`config.mk`:
```
export PLATFORM = sky130hd
export DESIGN_NAME = mesh_terminal_injector
export DESIGN_NICKNAME = d
export VERILOG_FILES = /design/src/rtl/mesh_terminal_injector.sv
export SDC_FILE = /design/constraint.sdc
export NUM_CORES = 1
export LEC_CHECK = 0
export CAP_MARGIN = 5
export CORE_MARGIN = 5
export CORE_UTILIZATION = 43
export CTS_CLUSTER_DIAMETER = 80
export CTS_CLUSTER_SIZE = 24
export DETAILED_ROUTE_END_ITERATION = 10
export SLEW_MARGIN = 20
export SYNTH_ARGS = -nofsm -noshare
export SYNTH_HDL_FRONTEND = slang
export SYNTH_SLANG_ARGS = --single-unit
export TNS_END_PERCENT = 1
```
`constraint.sdc`:
```
create_clock -name clk -period 5.9 [get_ports clk]
set_input_delay 0.59 -clock clk [delete_from_list [all_inputs] [get_ports clk]]
set_output_delay 0.59 -clock clk [all_outputs]
set_load 0.02 [all_outputs]
```
`src/rtl/mesh_terminal_injector.sv`:
```
// mesh_terminal_injector
//
// Packet source for one terminal port of the mesh_gnrtr router mesh.
// Requests (destination row/col, routing mode, payload) arrive on a
// valid/ready handshake. They are formatted into mesh packets and buffered in
// a show-ahead FIFO. The FIFO head is presented to the router as
// pndng / data_out, and the router takes it with popin.
//
// Optional feature macro: INJ_DEST_CHECK_EN
//   defined   - accepted requests with an illegal destination are consumed,
//               not stored, and counted in drop_count (saturating).
//   undefined - every accepted request is stored; drop_count is tied to 0.
//
// Ports:
//   clk, reset      clock; synchronous active-high reset
//   req_valid/ready request handshake (ready = not full, registered state only)
//   req_row/col     destination coordinates
//   req_mode        1 = row-first, 0 = column-first
//   req_payload     PAKG_SIZE-17 bit payload
//   pndng, data_out FIFO head towards the router
//   popin           router consumes the head this cycle
//   occupancy       packets currently stored
//   inj_count       packets popped by the router (wrapping)
//   drop_count      requests rejected by the destination check (saturating)
//   pop_err         sticky: popin seen while nothing was pending
module mesh_terminal_injector #(
   parameter int         ROWS       = 4,
   parameter int         COLUMNS    = 4,
   parameter int         PAKG_SIZE  = 32,
   parameter int         FIFO_DEPTH = 16,
   parameter logic [7:0] BDCST      = 8'hFF
) (
   input  logic                           clk,
   input  logic                           reset,
   input  logic                           req_valid,
   output logic                           req_ready,
   input  logic [3:0]                     req_row,
   input  logic [3:0]                     req_col,
   input  logic                           req_mode,
   input  logic [PAKG_SIZE-18:0]          req_payload,
   output logic                           pndng,
   output logic [PAKG_SIZE-1:0]           data_out,
   input  logic                           popin,
   output logic [$clog2(FIFO_DEPTH):0]    occupancy,
   output logic [15:0]                    inj_count,
   output logic [15:0]                    drop_count,
   output logic                           pop_err
);

   localparam int AW = $clog2(FIFO_DEPTH);
   localparam logic [AW:0] DEPTH_W = (AW+1)'(FIFO_DEPTH);

   // Storage has no reset so it can map onto block RAM.
   logic [PAKG_SIZE-1:0] mem [FIFO_DEPTH];

   // Pointers carry one extra wrap bit so full and empty can be told apart.
   logic [AW:0]          wr_ptr_reg;
   logic [AW:0]          rd_ptr_reg;
   logic [PAKG_SIZE-1:0] data_out_reg;
   logic [15:0]          inj_count_reg;
   logic                 pop_err_reg;

   logic [AW:0]          occ;
   logic                 full;
   logic                 empty;
   logic                 accept;
   logic                 legal;
   logic                 push;
   logic                 pop;
   logic [AW-1:0]        rd_next_idx;
   logic [PAKG_SIZE-1:0] packet;

   assign occ         = wr_ptr_reg - rd_ptr_reg;
   assign full        = (occ == DEPTH_W);
   assign empty       = (occ == '0);
   assign accept      = req_valid && !full;
   assign push        = accept && legal;
   assign pop         = popin && !empty;
   assign rd_next_idx = rd_ptr_reg[AW-1:0] + 1'b1;
   assign packet      = {8'h00, req_row, req_col, req_mode, req_payload};

`ifdef INJ_DEST_CHECK_EN
   localparam logic [4:0] ROW_EDGE = 5'(ROWS + 1);
   localparam logic [4:0] COL_EDGE = 5'(COLUMNS + 1);
   localparam logic [4:0] ROW_MAX  = 5'(ROWS);
   localparam logic [4:0] COL_MAX  = 5'(COLUMNS);

   logic [4:0]  row_x;
   logic [4:0]  col_x;
   logic        drop;
   logic [15:0] drop_count_reg;

   assign row_x = {1'b0, req_row};
   assign col_x = {1'b0, req_col};

   // Terminals sit on the mesh border: the north/south ring (row 0 or
   // ROWS+1) and the west/east ring (col 0 or COLUMNS+1). Corners are not
   // terminals. The broadcast code is always allowed.
   always_comb begin
      legal = 1'b0;
      if ({req_row, req_col} == BDCST)
         legal = 1'b1;
      else if (((row_x == 5'd0) || (row_x == ROW_EDGE)) &&
               (col_x >= 5'd1) && (col_x <= COL_MAX))
         legal = 1'b1;
      else if (((col_x == 5'd0) || (col_x == COL_EDGE)) &&
               (row_x >= 5'd1) && (row_x <= ROW_MAX))
         legal = 1'b1;
   end

   assign drop = accept && !legal;

   always_ff @(posedge clk) begin
      if (reset)
         drop_count_reg <= 16'd0;
      else if (drop && (drop_count_reg != 16'hFFFF))
         drop_count_reg <= drop_count_reg + 16'd1;
   end

   assign drop_count = drop_count_reg;
`else
   assign legal      = 1'b1;
   assign drop_count = 16'd0;
`endif

   always_ff @(posedge clk) begin
      if (push)
         mem[wr_ptr_reg[AW-1:0]] <= packet;
   end

   always_ff @(posedge clk) begin
      if (reset) begin
         wr_ptr_reg <= '0;
         rd_ptr_reg <= '0;
      end else begin
         if (push)
            wr_ptr_reg <= wr_ptr_reg + 1'b1;
         if (pop)
            rd_ptr_reg <= rd_ptr_reg + 1'b1;
      end
   end

   // The head is kept in a register loaded one cycle ahead. With two or more
   // entries the next head is already in memory. When the incoming packet
   // becomes the head, it is loaded straight from the request instead. That
   // happens when pushing into an empty FIFO, or when pushing and popping
   // the last entry together. When a pop empties the FIFO the register
   // keeps its old value.
   always_ff @(posedge clk) begin
      if (reset)
         data_out_reg <= '0;
      else if (pop && (occ > (AW+1)'(1)))
         data_out_reg <= mem[rd_next_idx];
      else if (push && (empty || pop))
         data_out_reg <= packet;
   end

   always_ff @(posedge clk) begin
      if (reset) begin
         inj_count_reg <= 16'd0;
         pop_err_reg   <= 1'b0;
      end else begin
         if (pop)
            inj_count_reg <= inj_count_reg + 16'd1;
         if (popin && empty)
            pop_err_reg <= 1'b1;
      end
   end

   assign req_ready = !full;
   assign pndng     = !empty;
   assign data_out  = data_out_reg;
   assign occupancy = occ;
   assign inj_count = inj_count_reg;
   assign pop_err   = pop_err_reg;

endmodule

```
==> impl_metrics.yaml, run 1 <==
status:
  run_status: "completed"
timing:
  setup_slack_ns: 1.75
  min_period_over_period: 0.704
  setup-violations-final: 0
  hold_slack_ns: 0.474
  timing_hold_violations_final: 0
  fin_crit_ns: 4.15
  tightestPinTransition_ns: 1.02
  max_freq_ghz: 0.241
  tns_ns: 0
  maxSlewViolCount: 0
  grt_setup_unrepaired: "false"
  worst_rel_slew_slack: 0.321
  fin_skew_ns: 0.0318
min_path:
  hp-class: "in2reg"
finish:
  layout.nets: 1003
  final_common_cell: "sky130_fd_sc_hd__edfxtp_1"
  area_growth_syn_to_layout_pct: 12.3
  final_layout_size_suffix_gt1_frac: 0.185
  most_used_cells_in_the_layout_excluding_fill_and_tap_cells: "sky130_fd_sc_hd__edfxtp_1, sky130_fd_sc_hd__mux4_2, sky130_fd_sc_hd__clkdlybuf4s50_1"
  largest_reg_flops: 384
  antenna_cells: 0
  post-route-util: 0.488
  filler_free_cell_count_of_the_finished_design: 1506
grt:
  grt_use_total: 0.164
  largest_net_degree_at_the_start_of_global_routing: 100
  first_pass_grt_wire_length_mm: 55.9
  grt_overflow_total: 0
  grt_pass1_vias: 8677
  initial_antenna_violation_count: 0
setup_path:
  worstPathArrival_ns: 4.37
  critical_path.startpoint_type: "register"
  required_time_of_the_critical_path_ns: 6.12
  crit_type: "reg2reg"
  endpoint_kind: "register"
  maximum_fanout_along_the_worst_path: 20
floorplanning:
  ioPinCount: 100
  placement_rows: 73
  core_area_um2: 39700
  die-height_um: 210
  die_w_um: 210
  initial_utilization: 0.435
  fp.dieArea_um2: 44300
route:
  dr.pass1.iters: 4
  via_count: 8555
  ant_nets: 0
  post-route-drc-count: 0
  via_per_inst: 5.68
  wirelength_mm: 36.6
  drt-wirelength-per-cell_um: 24.3
  drtIter0Drc: 771
power:
  p_clk_frac: 0.228
  switching_share: 0.305
  power.switching_w: 0.00241
  cellInternalPower_w: 0.00548
  irDropWorstVdd_mv: 0.258
  combPwrFrac: 0.314
  power.leakage_nw: 6.12
  power_density_nw_per_um2: 406
  sequential_fraction_of_design_power: 0.457
flow_run:
  maxCapViolCount: 0
logic_synthesis:
  ys_seq_elements: 435
  ys_warns: 0
  synth-async-reset-ratio: 0
  synth-seq-area-share: 0.726
  syn_area_per_cell_um2: 19.3
  netlist_area_um2: 17300
  ys_dominant_reg_cell: "sky130_fd_sc_hd__edfxtp_1"
  synth_largest_area_cell: "sky130_fd_sc_hd__edfxtp_1"
  number_of_enable_flip_flop_cells_after_synthesis: 384
  synth_cell_type_count: 47
  synthCells: 893
  synth_top_cells_by_area: "sky130_fd_sc_hd__edfxtp_1, sky130_fd_sc_hd__mux4_2, sky130_fd_sc_hd__dfxtp_1"
  netlist.area_leader.share: 0.667
place:
  hpwl_mm: 21.2
  port_buffers: 75
  place_ws_ns: 1.75
  finalWeightedCongestion: 0.757
  cell_total_after_placement: 1463
cts:
  total_number_of_clock_tree_sinks: 435
  cts_resized: 0
  cts_htree_levels: 1
  worst_setup_hold_path_clk_slew_ns: 0.09
  cts-hold-fix-buffers: 0
  cts.path.max_buffers: 3
  ctsRootBufferMaster: "sky130_fd_sc_hd__clkbuf_16"
  clk_latency_ns: 0.56
  cts_buffers: 24
  cts_tree: "yes"
  cts_post_setup_buffers_inserted: 0
==> Yosys cell counts, types with 3 or more instances <==
cell                        instances
sky130_fd_sc_hd__a2111oi_0         22
sky130_fd_sc_hd__a211oi_1          22
sky130_fd_sc_hd__a21oi_1           10
sky130_fd_sc_hd__a221o_1           22
sky130_fd_sc_hd__a31oi_1            3
sky130_fd_sc_hd__and3_1            13
sky130_fd_sc_hd__buf_1              6
sky130_fd_sc_hd__buf_2             16
sky130_fd_sc_hd__buf_4             25
sky130_fd_sc_hd__clkbuf_1          27
sky130_fd_sc_hd__dfxtp_1           51
sky130_fd_sc_hd__edfxtp_1         384
sky130_fd_sc_hd__ha_1              10
sky130_fd_sc_hd__inv_1              9
sky130_fd_sc_hd__mux2i_1           25
sky130_fd_sc_hd__mux4_2            98
sky130_fd_sc_hd__nand2_1            9
sky130_fd_sc_hd__nand3_1            6
sky130_fd_sc_hd__nand4_1            3
sky130_fd_sc_hd__nor2_1            25
sky130_fd_sc_hd__nor2b_1           26
sky130_fd_sc_hd__nor3_1             4
sky130_fd_sc_hd__o211ai_1          11
sky130_fd_sc_hd__o21ai_0           12
sky130_fd_sc_hd__o31ai_1            3
sky130_fd_sc_hd__or3_1              5
sky130_fd_sc_hd__or4_1              3
sky130_fd_sc_hd__xnor2_1            6
sky130_fd_sc_hd__xor2_1            15
==> layer usage <==
layer	up-vias	GRT usage	part of all wire
met4	0	0.0264	0.011
li1	3771	-	-
met2	212	0.271	0.49
met5	-	0	0
met3	32	0.0195	0.046
met1	4540	0.241	0.45
==> worst paths after layout <==
check | startpoint | endpoint | slack (ns) | cells past startpoint
min reg2reg | inj_count[15] | inj_count[15] | 0.49 | 2
max reg2reg | wr_ptr_reg[0] | mem[8][5] | 1.75 | 11
max | wr_ptr_reg[0] | mem[8][5] | 1.75 | 11
min | reset | wr_ptr_reg[3] | 0.47 | 2
==> cells by family (layout without fill, tap and decap cells) <==
family,Yosys count,count (layout),share of synthesized area
other,1,24,0.000217
xor gates and xnor gates,22,22,0.0116
muxes,123,123,0.142
buffers and inverters,86,151,0.0261
AOI/OAI and AO/OA,113,113,0.0529
and+or+nand+nor,102,102,0.0321
DFF,435,435,0.726
adders and majority gates,11,11,0.00840
==> worst max-delay path: stages (launching register included) <==
cell,delay [ns]
sky130_fd_sc_hd__dfxtp_1,0.37
sky130_fd_sc_hd__inv_1,0.12
sky130_fd_sc_hd__ha_1,0.15
sky130_fd_sc_hd__inv_1,0.05
sky130_fd_sc_hd__fa_1,0.39
sky130_fd_sc_hd__xor2_1,0.47
sky130_fd_sc_hd__nor4b_1,0.11
sky130_fd_sc_hd__mux2i_1,0.15
sky130_fd_sc_hd__buf_4,0.25
sky130_fd_sc_hd__o21a_1,0.49
sky130_fd_sc_hd__and3_1,0.80
sky130_fd_sc_hd__buf_4,0.43
==> cell type report <==
class	count	area [µm²]
Timing Repair Buffer	98	943
Fill cell	3294	20300
Multi-Input combinational cell	395	4470
Clock buffer	33	656
Sequential cell	435	12600
Inverter	10	37.5
Clock inverter	10	90.1
Tap cell	525	657
==> through the flow <==
step	cell area (µm²)	power, W
floorplan	17400	0.00538
global placement	18700	0.00618
detailed placement	18700	0.00620
CTS	19400	0.00798
global route	19400	0.00826
finish	19400	0.00789
==> power by group through the flow <==
stage	Sequential, W	Combinational (W)	Clock (W)
after floorplan	0.00372	0.00166	0
after global placement	0.00368	0.00251	0
after detailed placement	0.00368	0.00252	0
after CTS	0.00361	0.00253	0.00185
after global routing	0.00362	0.00266	0.00198
final	0.00361	0.00248	0.00180
No activity file was read; power rests on OpenSTA's default activity.
==> run 2, diff against run 1 <==
==> constraint.sdc (replaced) <==
create_clock -name clk -period 4 [get_ports clk]
set_input_delay 0.4 -clock clk [delete_from_list [all_inputs] [get_ports clk]]
set_output_delay 0.4 -clock clk [all_outputs]
set_load 0.02 [all_outputs]
==> run 2 against run 1 <==
  * Sequential share of layout area decreased by 0.99 points
  * Clock skew decreased by 0.0088 ns
  * Cell area increased by 1.6%
  * Critical path type is now reg2out
  * Largest cell class unchanged
  * Highest routed layer is now met5
==> impl_metrics.yaml, run 2 (synthesized netlist as in run 1, its figures left out) <==
status:
  run_status: "completed"
place:
  port_buffers: 75
  hpwl_mm: 22.5
  finalWeightedCongestion: 0.740
  cell_total_after_placement: 1496
cts:
  cts_tree: "yes"
  cts.path.max_buffers: 3
  cts_htree_levels: 1
  cts_buffers: 23
  cts_post_setup_buffers_inserted: 0
  total_number_of_clock_tree_sinks: 435
  worst_setup_hold_path_clk_slew_ns: 0.09
  ctsRootBufferMaster: "sky130_fd_sc_hd__clkbuf_16"
  cts-hold-fix-buffers: 0
  clk_latency_ns: 0.54
floorplanning:
  die_w_um: 210
  fp.dieArea_um2: 44300
  die-height_um: 210
  core_area_um2: 39700
  ioPinCount: 100
  placement_rows: 73
  initial_utilization: 0.435
timing:
  fin_crit_ns: 3.87
  worst_rel_slew_slack: 0.372
  max_freq_ghz: 0.258
  tightestPinTransition_ns: 0.941
  fin_skew_ns: 0.0230
  maxSlewViolCount: 0
  grt_setup_unrepaired: "false"
  min_period_over_period: 0.968
  hold_slack_ns: 0.281
  timing_hold_violations_final: 0
  setup-violations-final: 0
finish:
  largest_reg_flops: 384
  final_common_cell: "sky130_fd_sc_hd__edfxtp_1"
  area_growth_syn_to_layout_pct: 14.1
  layout.nets: 1035
  most_used_cells_in_the_layout_excluding_fill_and_tap_cells: "sky130_fd_sc_hd__edfxtp_1, sky130_fd_sc_hd__mux4_2, sky130_fd_sc_hd__clkdlybuf4s50_1"
  final_layout_size_suffix_gt1_frac: 0.208
  filler_free_cell_count_of_the_finished_design: 1535
  antenna_cells: 0
grt:
  initial_antenna_violation_count: 1
  grt_use_total: 0.174
  grt_overflow_total: 0
  first_pass_grt_wire_length_mm: 58.4
  grt_pass1_vias: 8872
  largest_net_degree_at_the_start_of_global_routing: 100
route:
  post-route-drc-count: 0
  via_per_inst: 5.70
  via_count: 8748
  dr.pass1.iters: 5
  drtIter0Drc: 698
  wirelength_mm: 38.7
  drt-wirelength-per-cell_um: 25.2
  met3_length_mm: 1.81
  ant_nets: 0
  route.layer.met1.wl_mm: 16.7
  met2_wire_length_mm: 19.6
  dr.max_layer_used: "met5"
setup_path:
  required_time_of_the_critical_path_ns: 3.60
  rr_worst_depth: 12
  worst_path_max_delay_cell: "sky130_fd_sc_hd__clkdlybuf4s50_1"
  crit_type: "reg2out"
  critical-path-max-stage-delay_ns: 0.55
  endpoint_kind: "output pin"
  sequence_of_cells_on_the_critical_path: "inv_1 -> ha_1 -> inv_1 -> fa_1 -> nor4b_1 -> mux2i_2 -> buf_4 -> or2_2 -> clkdlybuf4s50_1"
  critical_path.n_buffers_inverters: 4
  cp_num_cells: 9
  worstPathArrival_ns: 3.47
  critical_path.startpoint_type: "register"
  maximum_fanout_along_the_worst_path: 14
  critPathTopFamily: "buffers and inverters"
  worst_path_most_repeated_cell: "sky130_fd_sc_hd__inv_1"
power:
  irDropWorstVdd_mv: 0.426
  power.leakage_nw: 6.28
  post-layout-total-power_w: 0.0116
  power_density_nw_per_um2: 591
min_path:
  whs_path_depth: 2
  hp-class: "in2reg"
flow_run:
  maxCapViolCount: 0
run 2: changes by cell type in the layout (fill, tap and decap cells not counted), moves of 3 or more:
cell,previous run,this run
sky130_fd_sc_hd__inv_8,4,1
sky130_fd_sc_hd__buf_12,2,8
sky130_fd_sc_hd__nor3_4,0,4
sky130_fd_sc_hd__buf_4,21,48
sky130_fd_sc_hd__nor3_2,4,0
run 2: area by class of cell:
type                            count  area [µm²]
Clock buffer                       33         644
Clock inverter                      6        55.1
Fill cell                        3239       20000
Inverter                           10        37.5
Multi-Input combinational cell    395        4490
Sequential cell                   435       12600
Tap cell                          525         657
Timing Repair Buffer              131        1270
run 2: path summary, 6_finish.rpt:
| kind | from | to | slack [ns] |
|---|---|---|---|
| setup / recovery | wr_ptr_reg[0] | req_ready | 0.13 |
| hold / removal | reset | wr_ptr_reg[2] | 0.28 |
| setup reg to reg | wr_ptr_reg[0] | data_out[9] | 0.45 |
| hold reg to reg | pop_err | pop_err | 0.49 |
run 2: where the power goes:
| group | switching, W | leakage, nW | internal, W | total (W) |
|---|---|---|---|---|
| registers | 0.000124 | 3.88 | 0.00521 | 0.00533 |
| clock network | 0.00140 | 0.341 | 0.00115 | 0.00255 |
| logic | 0.00198 | 2.06 | 0.00178 | 0.00376 |
| total | 0.00350 | 6.28 | 0.00814 | 0.0116 |
run 2: per-layer routing:
metal	vias to the layer above	track usage
li1	3825	-
met1	4659	0.246
met2	221	0.299
met3	41	0.0214
met4	2	0.0300
met5	-	0
run 2: worst register-to-register path: stages, from the launching register on:
cell	delay, ns
sky130_fd_sc_hd__dfxtp_1	0.36
sky130_fd_sc_hd__inv_1	0.12
sky130_fd_sc_hd__ha_1	0.15
sky130_fd_sc_hd__inv_1	0.06
sky130_fd_sc_hd__fa_1	0.41
sky130_fd_sc_hd__a21o_1	0.19
sky130_fd_sc_hd__a21oi_2	0.17
sky130_fd_sc_hd__xor2_2	0.17
sky130_fd_sc_hd__inv_2	0.05
sky130_fd_sc_hd__or4_4	0.52
sky130_fd_sc_hd__a221oi_4	0.73
sky130_fd_sc_hd__buf_4	0.38
sky130_fd_sc_hd__a221o_1	0.19
run 2: metrics by stage:
step           TNS, ns  area, µm²  setup WS, ns   util
6_report             0      19700         0.127  0.496
3_3_place_gp         0      19000         0.511  0.478
2_1_floorplan   -15.49      17400        -0.158      -
3_5_place_dp         0      19000         0.473  0.478
5_1_grt              0      19700        0.0235  0.496
4_1_cts              0      19700         0.144  0.496
run 2: repair_timing:
action                                 4_1_cts  5_1_grt
setup endpoints to repair                    0        1
endpoints found under the hold margin        0        0
gates resized for setup                      0        1
==> run 3, diff against run 2 <==
--- a/config.mk
+++ b/config.mk
@@ -5,6 +5,7 @@
 export SDC_FILE = /design/constraint.sdc
 export NUM_CORES = 1
 export LEC_CHECK = 0
+export ABC_CLOCK_PERIOD_IN_PS = 4000
 export CAP_MARGIN = 5
 export CORE_MARGIN = 5
 export CORE_UTILIZATION = 43
==> results of run 3 <==
Same layout as run 2: the final DEF is identical, and so are final timing and power.
==> RTL edit 1: new RTL, config.mk and constraints of run 3 <==
Build with the macro `INJ_DEST_CHECK_EN` defined.
--- a/src/rtl/mesh_terminal_injector.sv
+++ b/src/rtl/mesh_terminal_injector.sv
@@ -24,4 +24,6 @@
 //   drop_count      requests rejected by the destination check (saturating)
 //   pop_err         sticky: popin seen while nothing was pending
+`define INJ_DEST_CHECK_EN
+
 module mesh_terminal_injector #(
    parameter int         ROWS       = 4,
Formal check against the unedited RTL: not equivalent (a bounded check fails within 4 cycles, from zero or initial values and one cycle with reset high).
==> RTL edit 1 against run 3 <==
Critical path depth up 1. Core utilization down 0.50 points. Die area increased by 7.3%. Design area grew 7.1%. First-iteration DRC count grew 39%. Sequential cell count up 16. Register-to-register slack gained 0.06 ns. Worst setup slack improved by 0.085 ns. Synthesized area is 7.7% higher. Routed wire length increased by 14%. Total power is 3.0% higher. Worst hold slack better by 0.20 ns. Combinational power grew 4%.
==> RTL edit 1: results (changes against run 3) <==
| Metric | Value |
|---|---|
| Initial antenna violation count | 0 (was 1) |
| Largest net degree at the start of global routing | 119 (was 100) |
| Crit path largest cell delay | 0.53 ns (was 0.55 ns) |
| Proportion of synthesized area in mux cells | 0.122 (was 0.142) |
| Status | finished clean (unchanged) |
| Non-clock buffers | 140 (was 131) |
| Clk_buf instances | 37 (was 33) |
| Via-to-Cell Ratio | 5.67 (was 5.70) |
| Synth Area in Adders | 0.00847 (was 0.00840) |
| Detailed Place HPWL | 26200 um (was 22500 um) |
| Worst min-delay path category | reg -> reg (was in -> reg) |
| First-pass GRT wire length | 66800 um (was 58400 um) |
| Maximum vdd ir drop | 0.355 mV (was 0.426 mV) |
| Global-route usage over all layers | 0.183 (was 0.174) |
| Invs w/o clock | 14 (was 10) |
| NonClk Buf Share | 0.0618 (was 0.0642) |
| Later-pin clock latency in the skew report | 0.58 ns (was 0.54 ns) |
| Gate power share | 0.327 (was 0.323) |
| Post-Syn Instances | 1182 (was 893) |
| Worst Skew | 0.0231 ns (was 0.0230 ns) |
| Synth area leaders | edfxtp_1 62%, dfxtp_1 7.2%, mux4_2 6.1%, mux2_2 5.9%, nand3_1 2.2% (was edfxtp_1 67%, mux4_2 13%, dfxtp_1 5.9%, mux2i_1 1.4%, a221o_1 1.3%) |
| Layout clock area frac | 0.0350 (was 0.0355) |
| Post-synthesis compound-gate area fraction | 0.0644 (was 0.0529) |
| R2r setup slk | 0.51 ns (was 0.45 ns) |
| Inserted Clock Buffers | 24 (was 23) |
| Sequential cell area share | 0.610 (was 0.637) |
| Initial drt markers | 968 (was 698) |
| Yosys reg bits | 451 (was 435) |
| Fillers | 3700 (was 3239) |
| Worst EP arrival | 3.39 ns (was 3.47 ns) |
| Sequential fraction of the synthesis area | 0.692 (was 0.726) |
| Tightest Pin Transition | 1.03 ns (was 0.941 ns) |
| Fraction of area in multi-input gates | 0.256 (was 0.228) |
| First-pass DRT Iterations | 8 (was 5) |
| Finished Layout Cells | 1873 (was 1535) |
| I/O Buffers | 91 (was 75) |
| Dpl cells | 1829 (was 1496) |
| Final net count | 1310 (was 1035) |
| Slowest CP cell | fa_1 (was clkdlybuf4s50_1) |
| Post-synth top cells | 384 x edfxtp_1, 97 x mux2_2, 85 x nand2_1, 83 x nand3_1, 67 x dfxtp_1 (was 384 x edfxtp_1, 98 x mux4_2, 51 x dfxtp_1, 27 x clkbuf_1, 26 x nor2b_1) |
| WL per Instance | 23.6 um (was 25.2 um) |
| Vias in the first global route | 10537 (was 8872) |
| Placer Congestion | 0.783 (was 0.740) |
| Switching Share | 0.329 (was 0.301) |
| Clock power frac | 0.223 (was 0.219) |
| Multi-input comb cells | 639 (was 395) |
| Clk pwr | 0.00267 W (was 0.00255 W) |
| Fraction of layout cells with a size suffix above 1 | 0.203 (was 0.208) |
RTL edit 1: routing by layer:
metal	global-route usage	up-vias	wire length, um
li1	-	4825	-
met5	0	-	0
met1	0.264	5418	19200
met4	0.0421	0	852
met3	0.0262	44	2810
met2	0.296	326	21300
RTL edit 1: final timing paths:
check	startpoint	endpoint	depth (start not counted)
hold reg to reg	inj_count[15]$_SDFFE_PP0P_	inj_count[15]$_SDFFE_PP0P_	2
setup / recovery	wr_ptr_reg[0]$_SDFFE_PP0P_	pndng	10
setup reg to reg	wr_ptr_reg[0]$_SDFFE_PP0P_	data_out[5]$_SDFFE_PP0P_	13
hold / removal	inj_count[15]$_SDFFE_PP0P_	inj_count[15]$_SDFFE_PP0P_	2
RTL edit 1: through the flow:
step	area [um^2]	worst slack, ns	hold WS, ns
after detailed placement	20300	0.557	0.475
after CTS	21100	0.175	0.488
after floorplan	18600	0.373	0.458
after global placement	20300	0.561	0.470
after global routing	21100	-0.0102	0.529
final	21100	0.212	0.482
==> RTL edit 2: new RTL, flow settings as in run 3 <==
Made on the original files. Put one more register stage on the output `pop_err`, cleared by the reset. The value now appears one clock later. The other outputs are not delayed to match.
--- a/src/rtl/mesh_terminal_injector.sv
+++ b/src/rtl/mesh_terminal_injector.sv
@@ -173,5 +173,11 @@
    assign occupancy = occ;
    assign inj_count = inj_count_reg;
-   assign pop_err   = pop_err_reg;
+   always_ff @(posedge clk) begin
+      if (reset) begin
+         pop_err <= '0;
+      end else begin
+         pop_err <= pop_err_reg;
+      end
+   end
 
 endmodule
Function: changed (a bounded check fails within 4 cycles, from zero or initial values and one cycle with reset high).
==> RTL edit 2 against run 3 <==
Worst setup slack improved by 0.12 ns. Sequential power about the same. Synthesized area grew 0.14%. Total power is 0.66% lower. Design area shrank 0.36%. Count of clock-buffer cells in the layout up 2. Global-route usage is 0.18 points lower. Via count shrank 0.57%. Sequential cell count grew 1. Core utilization decreased by 0.18 points. Routed wire length down 0.32%.
==> RTL edit 2: results (changes against run 3) <==
| Metric | Value |
|---|---|
| Global-route usage over all layers | 0.172 (was 0.174) |
| First-pass GRT wire length | 58100 um (was 58400 um) |
| Fillers | 3262 (was 3239) |
| Synth area leaders | edfxtp_1 67%, mux4_2 13%, dfxtp_1 6.0%, mux2i_1 1.4%, a221o_1 1.3% (was edfxtp_1 67%, mux4_2 13%, dfxtp_1 5.9%, mux2i_1 1.4%, a221o_1 1.3%) |
| Inserted Clock Buffers | 22 (was 23) |
| Status | finished clean (unchanged) |
| Leakage | 6.22 nW (was 6.28 nW) |
| WL met3 | 1640 um (was 1810 um) |
| Detailed Place HPWL | 22100 um (was 22500 um) |
| Global Route met1 Usage | 0.248 (was 0.246) |
| Maximum vdd ir drop | 0.455 mV (was 0.426 mV) |
| Vias | 8698 (was 8748) |
| Initial antenna violation count | 0 (was 1) |
| Worst R2R End | mem[2][14]$_DFFE_PP_ (was data_out[9]$_SDFFE_PP0P_) |
| Worst Skew | 0.0163 ns (was 0.0230 ns) |
| Max_slew headroom | 0.355 (was 0.372) |
| Post-synthesis xor/xnor area fraction | 0.0116 (about the same) |
| Sequential fraction of the synthesis area | 0.727 (was 0.726) |
| Final net count | 1024 (was 1035) |
| Worst Hold End | rd_ptr_reg[1]$_SDFFE_PP0P_ (was wr_ptr_reg[2]$_SDFFE_PP0P_) |
| Post-synth top cells | 384 x edfxtp_1, 98 x mux4_2, 52 x dfxtp_1, 27 x clkbuf_1, 27 x nor2b_1 (was 384 x edfxtp_1, 98 x mux4_2, 51 x dfxtp_1, 27 x clkbuf_1, 26 x nor2b_1) |
| Met2 GRT Util | 0.292 (was 0.299) |
| Crit path largest cell delay | 0.60 ns (was 0.55 ns) |
| R2r setup slk | 0.55 ns (was 0.45 ns) |
| Synth Area per Inst | 19.3 um^2 (about the same) |
| Initial drt markers | 675 (was 698) |
| Crit path max fanout | 16 (was 14) |
| Fraction of layout cells with a size suffix above 1 | 0.196 (was 0.208) |
| Placer Congestion | 0.758 (was 0.740) |
| WL per Instance | 25.3 um (was 25.2 um) |
| Wl on met1 | 16900 um (was 16700 um) |
| Post-synthesis compound-gate area fraction | 0.0529 (about the same) |
| Hold slack | 0.276 ns (was 0.281 ns) |
| Vias in the first global route | 8863 (was 8872) |
| Setup bufs post-CTS | 1 (was 0) |
==> RTL edit 2: area by class of cell <==
type / instances / area share
Multi-Input combinational cell: 396 / 0.229
Inverter: 10 / 0.00191
Timing Repair Buffer: 119 / 0.0613
Tap cell: 525 / 0.0335
Clock inverter: 4 / 0.00198
Sequential cell: 436 / 0.641
Clock buffer: 35 / 0.0315
==> RTL edit 2: power by group through the flow <==
stage	logic (W)	clock network, W	registers, W
final	0.00376	0.00247	0.00534
after floorplan	0.00245	0	0.00549
after global routing	0.00404	0.00272	0.00536
after CTS	0.00381	0.00254	0.00534
after global placement	0.00376	0	0.00546
after detailed placement	0.00377	0	0.00547
==> RTL edit 2: through the flow <==
step | utilization | worst slack, ns
6_report | 0.494 | 0.244
5_1_grt | 0.494 | 0.0644
4_1_cts | 0.494 | 0.0233
3_5_place_dp | 0.477 | 0.455
3_3_place_gp | 0.477 | 0.568
2_1_floorplan | - | -0.158
